**config.mk**
```make
export PLATFORM = sky130hd
export DESIGN_NAME = vdp_super_vram_arbiter_flat
export DESIGN_NICKNAME = d
export VERILOG_FILES = /design/src/rtl/vdp_super_vram_arbiter_if.sv /design/src/rtl/vdp_super_vram_arbiter.sv /design/src/flat_wrapper.sv
export SDC_FILE = /design/constraint.sdc
export NUM_CORES = 1
export LEC_CHECK = 0
export ABC_AREA = 1
export BUFFER_PORTS_ARGS = -buffer_cell sky130_fd_sc_hd__buf_2
export CORE_MARGIN = 3
export CORE_UTILIZATION = 40
export DETAILED_ROUTE_END_ITERATION = 12
export GPL_TIMING_DRIVEN = 0
export PLACE_DENSITY_LB_ADDON = 0.15
export SLEW_MARGIN = 30
export SYNTH_ARGS = -nofsm -noshare
export SYNTH_HDL_FRONTEND = slang
export SYNTH_SLANG_ARGS = --single-unit
```
**constraint.sdc**
```tcl
create_clock -name clk -period 8.1 [get_ports clk]
set_input_delay 0.405 -clock clk [delete_from_list [all_inputs] [get_ports clk]]
set_output_delay 0.405 -clock clk [all_outputs]
set_load 0.02 [all_outputs]
```
**src/rtl/vdp_super_vram_arbiter_if.sv**
```systemverilog
// vdp_super_vram_arbiter_if: requester, display and SDRAM-side signals of the VRAM slot arbiter.
// Stats signals are only routed through the modports when VRAM_ARB_STATS_EN is defined.
interface vdp_super_vram_arbiter_if;
    logic [10:0] cx;
    logic        vdp_super;
    logic        disp_active;
    logic [16:0] disp_addr;
    logic [31:0] disp_rdata;
    logic        disp_valid;
    logic        cpu_req;
    logic        cpu_we;
    logic [16:0] cpu_addr;
    logic [31:0] cpu_wdata;
    logic [3:0]  cpu_be;
    logic        cpu_ack;
    logic [31:0] cpu_rdata;
    logic        cmd_req;
    logic        cmd_we;
    logic [16:0] cmd_addr;
    logic [31:0] cmd_wdata;
    logic [3:0]  cmd_be;
    logic        cmd_ack;
    logic [31:0] cmd_rdata;
    logic [16:0] vram_addr;
    logic [31:0] vram_wdata;
    logic [3:0]  vram_be;
    logic        vram_rd;
    logic        vram_wr;
    logic        vram_refresh;
    logic [31:0] vram_rdata;
    logic        stats_clear;
    logic [15:0] cpu_wait_cnt;
    logic [15:0] cmd_wait_cnt;

    modport slave (
`ifdef VRAM_ARB_STATS_EN
        input stats_clear, output cpu_wait_cnt, cmd_wait_cnt,
`endif
        input cx, vdp_super, disp_active, disp_addr,
        input cpu_req, cpu_we, cpu_addr, cpu_wdata, cpu_be,
        input cmd_req, cmd_we, cmd_addr, cmd_wdata, cmd_be, vram_rdata,
        output disp_rdata, disp_valid, cpu_ack, cpu_rdata, cmd_ack, cmd_rdata,
        output vram_addr, vram_wdata, vram_be, vram_rd, vram_wr, vram_refresh
    );

    modport master (
`ifdef VRAM_ARB_STATS_EN
        output stats_clear, input cpu_wait_cnt, cmd_wait_cnt,
`endif
        output cx, vdp_super, disp_active, disp_addr,
        output cpu_req, cpu_we, cpu_addr, cpu_wdata, cpu_be,
        output cmd_req, cmd_we, cmd_addr, cmd_wdata, cmd_be, vram_rdata,
        input disp_rdata, disp_valid, cpu_ack, cpu_rdata, cmd_ack, cmd_rdata,
        input vram_addr, vram_wdata, vram_be, vram_rd, vram_wr, vram_refresh
    );
endinterface

```
**src/rtl/vdp_super_vram_arbiter.sv**
```systemverilog
// vdp_super_vram_arbiter: cx-slotted scheduler for the shared VRAM port (display, CPU, command engine).
// Optional wait counters are built when VRAM_ARB_STATS_EN is defined.
module vdp_super_vram_arbiter #(
    parameter int          READ_LATENCY = 4,
    parameter logic [10:0] REFRESH_CX   = 11'd723
) (
    input logic clk,
    input logic reset,
    vdp_super_vram_arbiter_if.slave bus
);
    logic disp_slot, gen_slot, cpu_el, cmd_el, cpu_gnt, cmd_gnt;
    logic cpu_busy, cmd_busy, last_cmd;
    logic [2:0] tag, ret;
    logic [READ_LATENCY-1:0][2:0] pipe;

    always_comb begin
        disp_slot = bus.cx[1:0] == 2'd1 && bus.vdp_super && bus.disp_active;
        gen_slot  = (bus.cx[1:0] == 2'd3 && bus.cx != REFRESH_CX) || (bus.cx[1:0] == 2'd1 && !disp_slot);
        cpu_el    = gen_slot && bus.cpu_req && !cpu_busy;
        cmd_el    = gen_slot && bus.cmd_req && !cmd_busy;
        cpu_gnt   = cpu_el && (!cmd_el || last_cmd);
        cmd_gnt   = cmd_el && !cpu_gnt;
        ret       = pipe[READ_LATENCY-1];
    end

    assign bus.vram_refresh = !reset && bus.cx == REFRESH_CX;

    // Busy holds through the ack cycle so a requester still showing req then is not served twice.
    always_ff @(posedge clk or posedge reset) begin
        if (reset) begin
            bus.vram_addr  <= '0;
            bus.vram_wdata <= '0;
            bus.vram_be    <= '0;
            bus.vram_rd    <= 1'b0;
            bus.vram_wr    <= 1'b0;
            bus.cpu_ack    <= 1'b0;
            bus.cmd_ack    <= 1'b0;
            bus.disp_valid <= 1'b0;
            bus.cpu_rdata  <= '0;
            bus.cmd_rdata  <= '0;
            bus.disp_rdata <= '0;
            tag            <= '0;
            pipe           <= '0;
            cpu_busy       <= 1'b0;
            cmd_busy       <= 1'b0;
            last_cmd       <= 1'b1;
        end else begin
            bus.vram_rd <= disp_slot || (cpu_gnt && !bus.cpu_we) || (cmd_gnt && !bus.cmd_we);
            bus.vram_wr <= (cpu_gnt && bus.cpu_we) || (cmd_gnt && bus.cmd_we);
            if (disp_slot) begin
                bus.vram_addr <= bus.disp_addr;
            end else if (cpu_gnt) begin
                bus.vram_addr  <= bus.cpu_addr;
                bus.vram_wdata <= bus.cpu_wdata;
                bus.vram_be    <= bus.cpu_be;
            end else if (cmd_gnt) begin
                bus.vram_addr  <= bus.cmd_addr;
                bus.vram_wdata <= bus.cmd_wdata;
                bus.vram_be    <= bus.cmd_be;
            end
            tag  <= {disp_slot, cpu_gnt && !bus.cpu_we, cmd_gnt && !bus.cmd_we};
            pipe <= {pipe[READ_LATENCY-2:0], tag};
            bus.disp_valid <= ret[2];
            bus.cpu_ack    <= (cpu_gnt && bus.cpu_we) || ret[1];
            bus.cmd_ack    <= (cmd_gnt && bus.cmd_we) || ret[0];
            if (ret[2]) bus.disp_rdata <= bus.vram_rdata;
            if (ret[1]) bus.cpu_rdata <= bus.vram_rdata;
            if (ret[0]) bus.cmd_rdata <= bus.vram_rdata;
            cpu_busy <= cpu_gnt || (cpu_busy && !bus.cpu_ack);
            cmd_busy <= cmd_gnt || (cmd_busy && !bus.cmd_ack);
            if (cpu_gnt || cmd_gnt) last_cmd <= cmd_gnt;
        end
    end

`ifdef VRAM_ARB_STATS_EN
    always_ff @(posedge clk or posedge reset) begin
        if (reset) begin
            bus.cpu_wait_cnt <= '0;
            bus.cmd_wait_cnt <= '0;
        end else if (bus.stats_clear) begin
            bus.cpu_wait_cnt <= '0;
            bus.cmd_wait_cnt <= '0;
        end else begin
            if (gen_slot && bus.cpu_req && !cpu_gnt && bus.cpu_wait_cnt != 16'hFFFF)
                bus.cpu_wait_cnt <= bus.cpu_wait_cnt + 16'd1;
            if (gen_slot && bus.cmd_req && !cmd_gnt && bus.cmd_wait_cnt != 16'hFFFF)
                bus.cmd_wait_cnt <= bus.cmd_wait_cnt + 16'd1;
        end
    end
`endif
endmodule

```
**src/flat_wrapper.sv**
```systemverilog
// flat-port wrapper written by rule: the top's interface ports become plain ports
module vdp_super_vram_arbiter_flat 
#(
    parameter int          READ_LATENCY = 4,
    parameter logic [10:0] REFRESH_CX   = 11'd723
)
  (clk, reset, bus_cx, bus_vdp_super, bus_disp_active, bus_disp_addr, bus_cpu_req, bus_cpu_we, bus_cpu_addr, bus_cpu_wdata, bus_cpu_be, bus_cmd_req, bus_cmd_we, bus_cmd_addr, bus_cmd_wdata, bus_cmd_be, bus_vram_rdata, bus_disp_rdata, bus_disp_valid, bus_cpu_ack, bus_cpu_rdata, bus_cmd_ack, bus_cmd_rdata, bus_vram_addr, bus_vram_wdata, bus_vram_be, bus_vram_rd, bus_vram_wr, bus_vram_refresh);
  vdp_super_vram_arbiter_if bus_i ();
  input logic clk;
  input logic reset;
  input wire logic [$bits(bus_i.cx)-1:0] bus_cx;
  input wire logic [$bits(bus_i.vdp_super)-1:0] bus_vdp_super;
  input wire logic [$bits(bus_i.disp_active)-1:0] bus_disp_active;
  input wire logic [$bits(bus_i.disp_addr)-1:0] bus_disp_addr;
  input wire logic [$bits(bus_i.cpu_req)-1:0] bus_cpu_req;
  input wire logic [$bits(bus_i.cpu_we)-1:0] bus_cpu_we;
  input wire logic [$bits(bus_i.cpu_addr)-1:0] bus_cpu_addr;
  input wire logic [$bits(bus_i.cpu_wdata)-1:0] bus_cpu_wdata;
  input wire logic [$bits(bus_i.cpu_be)-1:0] bus_cpu_be;
  input wire logic [$bits(bus_i.cmd_req)-1:0] bus_cmd_req;
  input wire logic [$bits(bus_i.cmd_we)-1:0] bus_cmd_we;
  input wire logic [$bits(bus_i.cmd_addr)-1:0] bus_cmd_addr;
  input wire logic [$bits(bus_i.cmd_wdata)-1:0] bus_cmd_wdata;
  input wire logic [$bits(bus_i.cmd_be)-1:0] bus_cmd_be;
  input wire logic [$bits(bus_i.vram_rdata)-1:0] bus_vram_rdata;
  output wire logic [$bits(bus_i.disp_rdata)-1:0] bus_disp_rdata;
  output wire logic [$bits(bus_i.disp_valid)-1:0] bus_disp_valid;
  output wire logic [$bits(bus_i.cpu_ack)-1:0] bus_cpu_ack;
  output wire logic [$bits(bus_i.cpu_rdata)-1:0] bus_cpu_rdata;
  output wire logic [$bits(bus_i.cmd_ack)-1:0] bus_cmd_ack;
  output wire logic [$bits(bus_i.cmd_rdata)-1:0] bus_cmd_rdata;
  output wire logic [$bits(bus_i.vram_addr)-1:0] bus_vram_addr;
  output wire logic [$bits(bus_i.vram_wdata)-1:0] bus_vram_wdata;
  output wire logic [$bits(bus_i.vram_be)-1:0] bus_vram_be;
  output wire logic [$bits(bus_i.vram_rd)-1:0] bus_vram_rd;
  output wire logic [$bits(bus_i.vram_wr)-1:0] bus_vram_wr;
  output wire logic [$bits(bus_i.vram_refresh)-1:0] bus_vram_refresh;
  assign bus_i.cx = bus_cx;
  assign bus_i.vdp_super = bus_vdp_super;
  assign bus_i.disp_active = bus_disp_active;
  assign bus_i.disp_addr = bus_disp_addr;
  assign bus_i.cpu_req = bus_cpu_req;
  assign bus_i.cpu_we = bus_cpu_we;
  assign bus_i.cpu_addr = bus_cpu_addr;
  assign bus_i.cpu_wdata = bus_cpu_wdata;
  assign bus_i.cpu_be = bus_cpu_be;
  assign bus_i.cmd_req = bus_cmd_req;
  assign bus_i.cmd_we = bus_cmd_we;
  assign bus_i.cmd_addr = bus_cmd_addr;
  assign bus_i.cmd_wdata = bus_cmd_wdata;
  assign bus_i.cmd_be = bus_cmd_be;
  assign bus_i.vram_rdata = bus_vram_rdata;
  assign bus_disp_rdata = bus_i.disp_rdata;
  assign bus_disp_valid = bus_i.disp_valid;
  assign bus_cpu_ack = bus_i.cpu_ack;
  assign bus_cpu_rdata = bus_i.cpu_rdata;
  assign bus_cmd_ack = bus_i.cmd_ack;
  assign bus_cmd_rdata = bus_i.cmd_rdata;
  assign bus_vram_addr = bus_i.vram_addr;
  assign bus_vram_wdata = bus_i.vram_wdata;
  assign bus_vram_be = bus_i.vram_be;
  assign bus_vram_rd = bus_i.vram_rd;
  assign bus_vram_wr = bus_i.vram_wr;
  assign bus_vram_refresh = bus_i.vram_refresh;
  vdp_super_vram_arbiter #(.READ_LATENCY(READ_LATENCY), .REFRESH_CX(REFRESH_CX)) u_core (.clk(clk), .reset(reset), .bus(bus_i));
endmodule
```
==> flow_summary_export.csv <==
group,metric,value,unit
synth,yosys.cell_count.top_type,"nand2_1",
synth,post_synthesis_cell_type_with_the_largest_combined_area,"dfrtp_1",
synth,number_of_enable_type_register_cells_in_the_synthesized_netlist,0,
clocking,clock_tree.buffer_depth,2,
sta,timing.final.setup_violations,0,
floorplan,std_cell_rows,48,
placement,dpl_worst_slack,6076,ps
sta,timing.fmax,570.9,MHz
pwr,worst_supply_voltage_drop_on_vdd,0.1866,mV
synth,synth.top_cells.by_count,"342 x nand2_1, 171 x dfrtp_1, 71 x inv_1",
hold_path,min-delay-path-class,"input port to flip-flop",
floorplan,core,17420,um2
critical_path,critical_path_buf_inv_count,3,
clocking,clock_latency,420,ps
floorplan,io_pins,329,
synth,synthDistinctLibCells,25,
floorplan,starting_utilization_of_the_core_area,41.11,%
grt,grt_antenna_before_repair,1,
clocking,cts-htree-levels,4,
synth,synth_compound_gate_area_share,7.129,%
synth,ys_seq_elements,172,
synth,synth_xor_xnor_area_share,0,%
grt,grt-ovfl-total,0,
critical_path,max_stage_delay,530,ps
clocking,cts.root.buffer_cell,"clkbuf_16",
placement,placement.io_buffers,328,
hold_path,worst_hold_path_stage_count,3,
synth,post-synth-top-area-fraction,59.76,%
clocking,postCtsSetupBuffers,0,
sta,setup_repair_after_global_routing_missed_its_margin,"no",
synth,synth_fp_nets,977,
floorplan,dieWidth,139.8,um
critical_path,reg2reg_depth,3,
clocking,tritoncts_clock_tree,"built",
sta,timing.final.crit_period,1752,ps
critical_path,critical_path_class,"input port to output port",
grt,first_global_vias,6325,
drt,route.final.wire_length,20630,um
flow_run,maxCapViolations,0,
clocking,clock-sinks,172,
synth,synthMuxAreaShare,5.032,%
final_layout,post_synthesis_to_final_layout_area_growth,36.00,%
final_layout,final.fill_count,1637,
outcome,outcome,"completed",
drt,number_of_detailed_routing_iterations_run_before_antenna_repair,6,
synth,dominant_combinational_cell_family_by_area_after_synthesis,"simple AND/OR/NAND/NOR gates",
drt,via_count,6365,
critical_path,timing.rr.end,"u_core.bus.disp_rdata[19]",
hold_path,min_delay_worst_endpoint,"u_core.bus.vram_wdata[26]",
sta,setup-tns-final,0,ps
synth,post_synth_and_or_nand_nor_area_fraction,21.02,%
floorplan,die_h,139.8,um
sta,transition_time_of_the_tightest_slew_check_pin,713.8,ps
clocking,path_clk_slew,60,ps
pwr,static-leakage-power,0.005610,uW
sta,post_route_setup_slack,6348,ps
critical_path,critical-path-top-cell-by-count,"buf_2",
synth,synth_warnings,0,
critical_path,worst_ep_required_time,7700,ps
critical_path,path_cells,"dlygate4sd3_1, buf_2, nor2_1, buf_2",
synth,synth_adder_area_share,0,%
clocking,postCtsResizedCells,0,
sta,layout_worst_path_cycle_share,21.62,%
synth,yosys_most_used_dff,"dfrtp_1",
drt,ant_nets,0,
drt,drt_iter0_drc,265,
critical_path,critical_path_start_type,"input port",
final_layout,finish.net_count,1327,
critical_path,crit_path_top_delay_cell,"dlygate4sd3_1",
placement,final_weighted_congestion_of_routability_driven_global_placement,0.8465,
sta,timing.final.hold_violations,0,
pwr,power.density,365.2,nW/um2
sta,count_of_final_max_slew_check_failures,0,
synth,synthesis.instances,803,
critical_path,critical_path.max_fanout,2,
grt,grt_usage,21.35,%
drt,post_drt_wl_per_cell,14.84,um
drt,avgViaCountPerCell,4.579,
synth,netlist_top_cells_area,"dfrtp_1 60%, nand2_1 18%, mux2_2 5.0%",
floorplan,floorplan.die_area,19540,um2
critical_path,crit_path_end_kind,"output port",
grt,grt_max_degree,75,
critical_path,ff2ff_setup_slack,6440,ps
synth,synth.yosys.seq_area_share,60.13,%
synth,synth.avg_cell_area,8.917,um2
hold_path,min_from,"bus_cpu_wdata[26]",
sta,skew,13.89,ps
final_layout,layout-drive-gt1-share,35.71,%
grt,grt_first_pass_wirelength,33270,um
synth,asyncSetResetFlopFracSynth,100.0,%
critical_path,reg2reg_from,"u_core.ret[2]",
clocking,cts_made_buffers,17,
placement,dp_hpwl,15860,um
sta,slew_headroom,52.41,%
final_layout,antennaDiodeCount,0,
critical_path,delay_heaviest_family_cp,"buffers and inverters",
drt,drc,0,
synth,mappedNetlistArea,7161,um2
critical_path,cp.arrival,1350,ps
metal layers:
layer,up-vias,wire length (um),global-route usage [%]
met3,30,1442,5.601
met5,-,7,0
li1,3198,-,-
met1,2896,8588,26.53
met2,239,10160,36.26
met4,2,430,7.241
kinds of logic after synthesis:
group,count (synthesis)
AOI/OAI and AO/OA,98
buffers and inverters,113
DFF,172
muxes,32
and+or+nand+nor,388
power by group:
part | switching [uW] | internal (uW)
sequential | 178 | 1210
clock | 336 | 462
combinational | 912 | 463
total | 1430 | 2130
what timing repair did:
| action | in CTS | in global routing |
|---|---|---|
| setup endpoints to repair | 0 | 0 |
| hold buffers | 1 | 0 |
| endpoints found under the hold margin | 39 | 0 |
how the worst max path moves through the flow:
stage               cells past startpoint            start                        end  slack (ps)
floorplan                               1            reset         u_core.bus.cmd_ack        3040
global placement                        2            reset  u_core.bus.disp_rdata[24]         910
detailed placement                     10       bus_cx[10]   u_core.bus.vram_wdata[6]        6080
CTS                                     4            reset           bus_vram_refresh        6330
global route                            7  u_core.cmd_busy      u_core.bus.vram_be[3]        6250
finish                                  4            reset           bus_vram_refresh        6350
layout by cell type, fill, tap and decap left out, types with 4 or more instances in the layout:
| cell | instances |
|---|---|
| o21ai_0 | 51 |
| buf_6 | 5 |
| clkbuf_1 | 21 |
| mux2_2 | 32 |
| buf_2 | 334 |
| buf_1 | 4 |
| nand2_1 | 342 |
| dfrtp_1 | 171 |
| inv_1 | 70 |
| clkbuf_16 | 17 |
| clkinvlp_4 | 5 |
| nor2_1 | 20 |
| nand3_1 | 20 |
| o21ai_1 | 43 |
worst min-delay path: stages:
cell and delay, ps:
buf_2 80, o21ai_1 60, nand2_1 50
flip-flops by register name (all words and copies together) (netlist names):
| name | count |
|---|---|
| u_core.bus.cmd_rdata | 32 |
| u_core.bus.cpu_rdata | 32 |
| u_core.bus.disp_rdata | 32 |
| u_core.bus.vram_wdata | 32 |
| u_core.bus.vram_addr | 17 |
| u_core.pipe | 9 |
| u_core.bus.vram_be | 4 |
| u_core.ret | 3 |
| u_core.tag | 3 |
| u_core.bus.cmd_ack | 1 |
| u_core.bus.cpu_ack | 1 |
| u_core.bus.disp_valid | 1 |
| u_core.bus.vram_rd | 1 |
| u_core.bus.vram_wr | 1 |
| u_core.cmd_busy | 1 |
| u_core.cpu_busy | 1 |
| u_core.last_cmd | 1 |
stage by stage:
stage / hold WS (ps) / power (uW) / utilization (%) / instance area (um2) / instances
after floorplan: 331.2 / 2227 / - / 7161 / 803
final: 200.1 / 3556 / 55.91 / 9738 / 1390
after CTS: 186.4 / 3603 / 55.91 / 9738 / 1390
after global routing: 191.5 / 3802 / 55.91 / 9738 / 1390
after global placement: 333.6 / 2764 / 52.16 / 9084 / 1356
after detailed placement: 334.7 / 2791 / 52.51 / 9146 / 1358
area by class of cell:
cell class / count / area (um2) / area share, %
Clock inverter: 13 / 142.6 / 1.465
Tap cell: 225 / 281.5 / 2.891
Inverter: 73 / 281.5 / 2.891
Clock buffer: 18 / 439.2 / 4.510
Multi-Input combinational cell: 518 / 2376 / 24.40
Timing Repair Buffer: 331 / 1707 / 17.53
Sequential cell: 172 / 4305 / 44.21
Buffer: 40 / 205.2 / 2.107
Power figures use the tool's default switching activity.
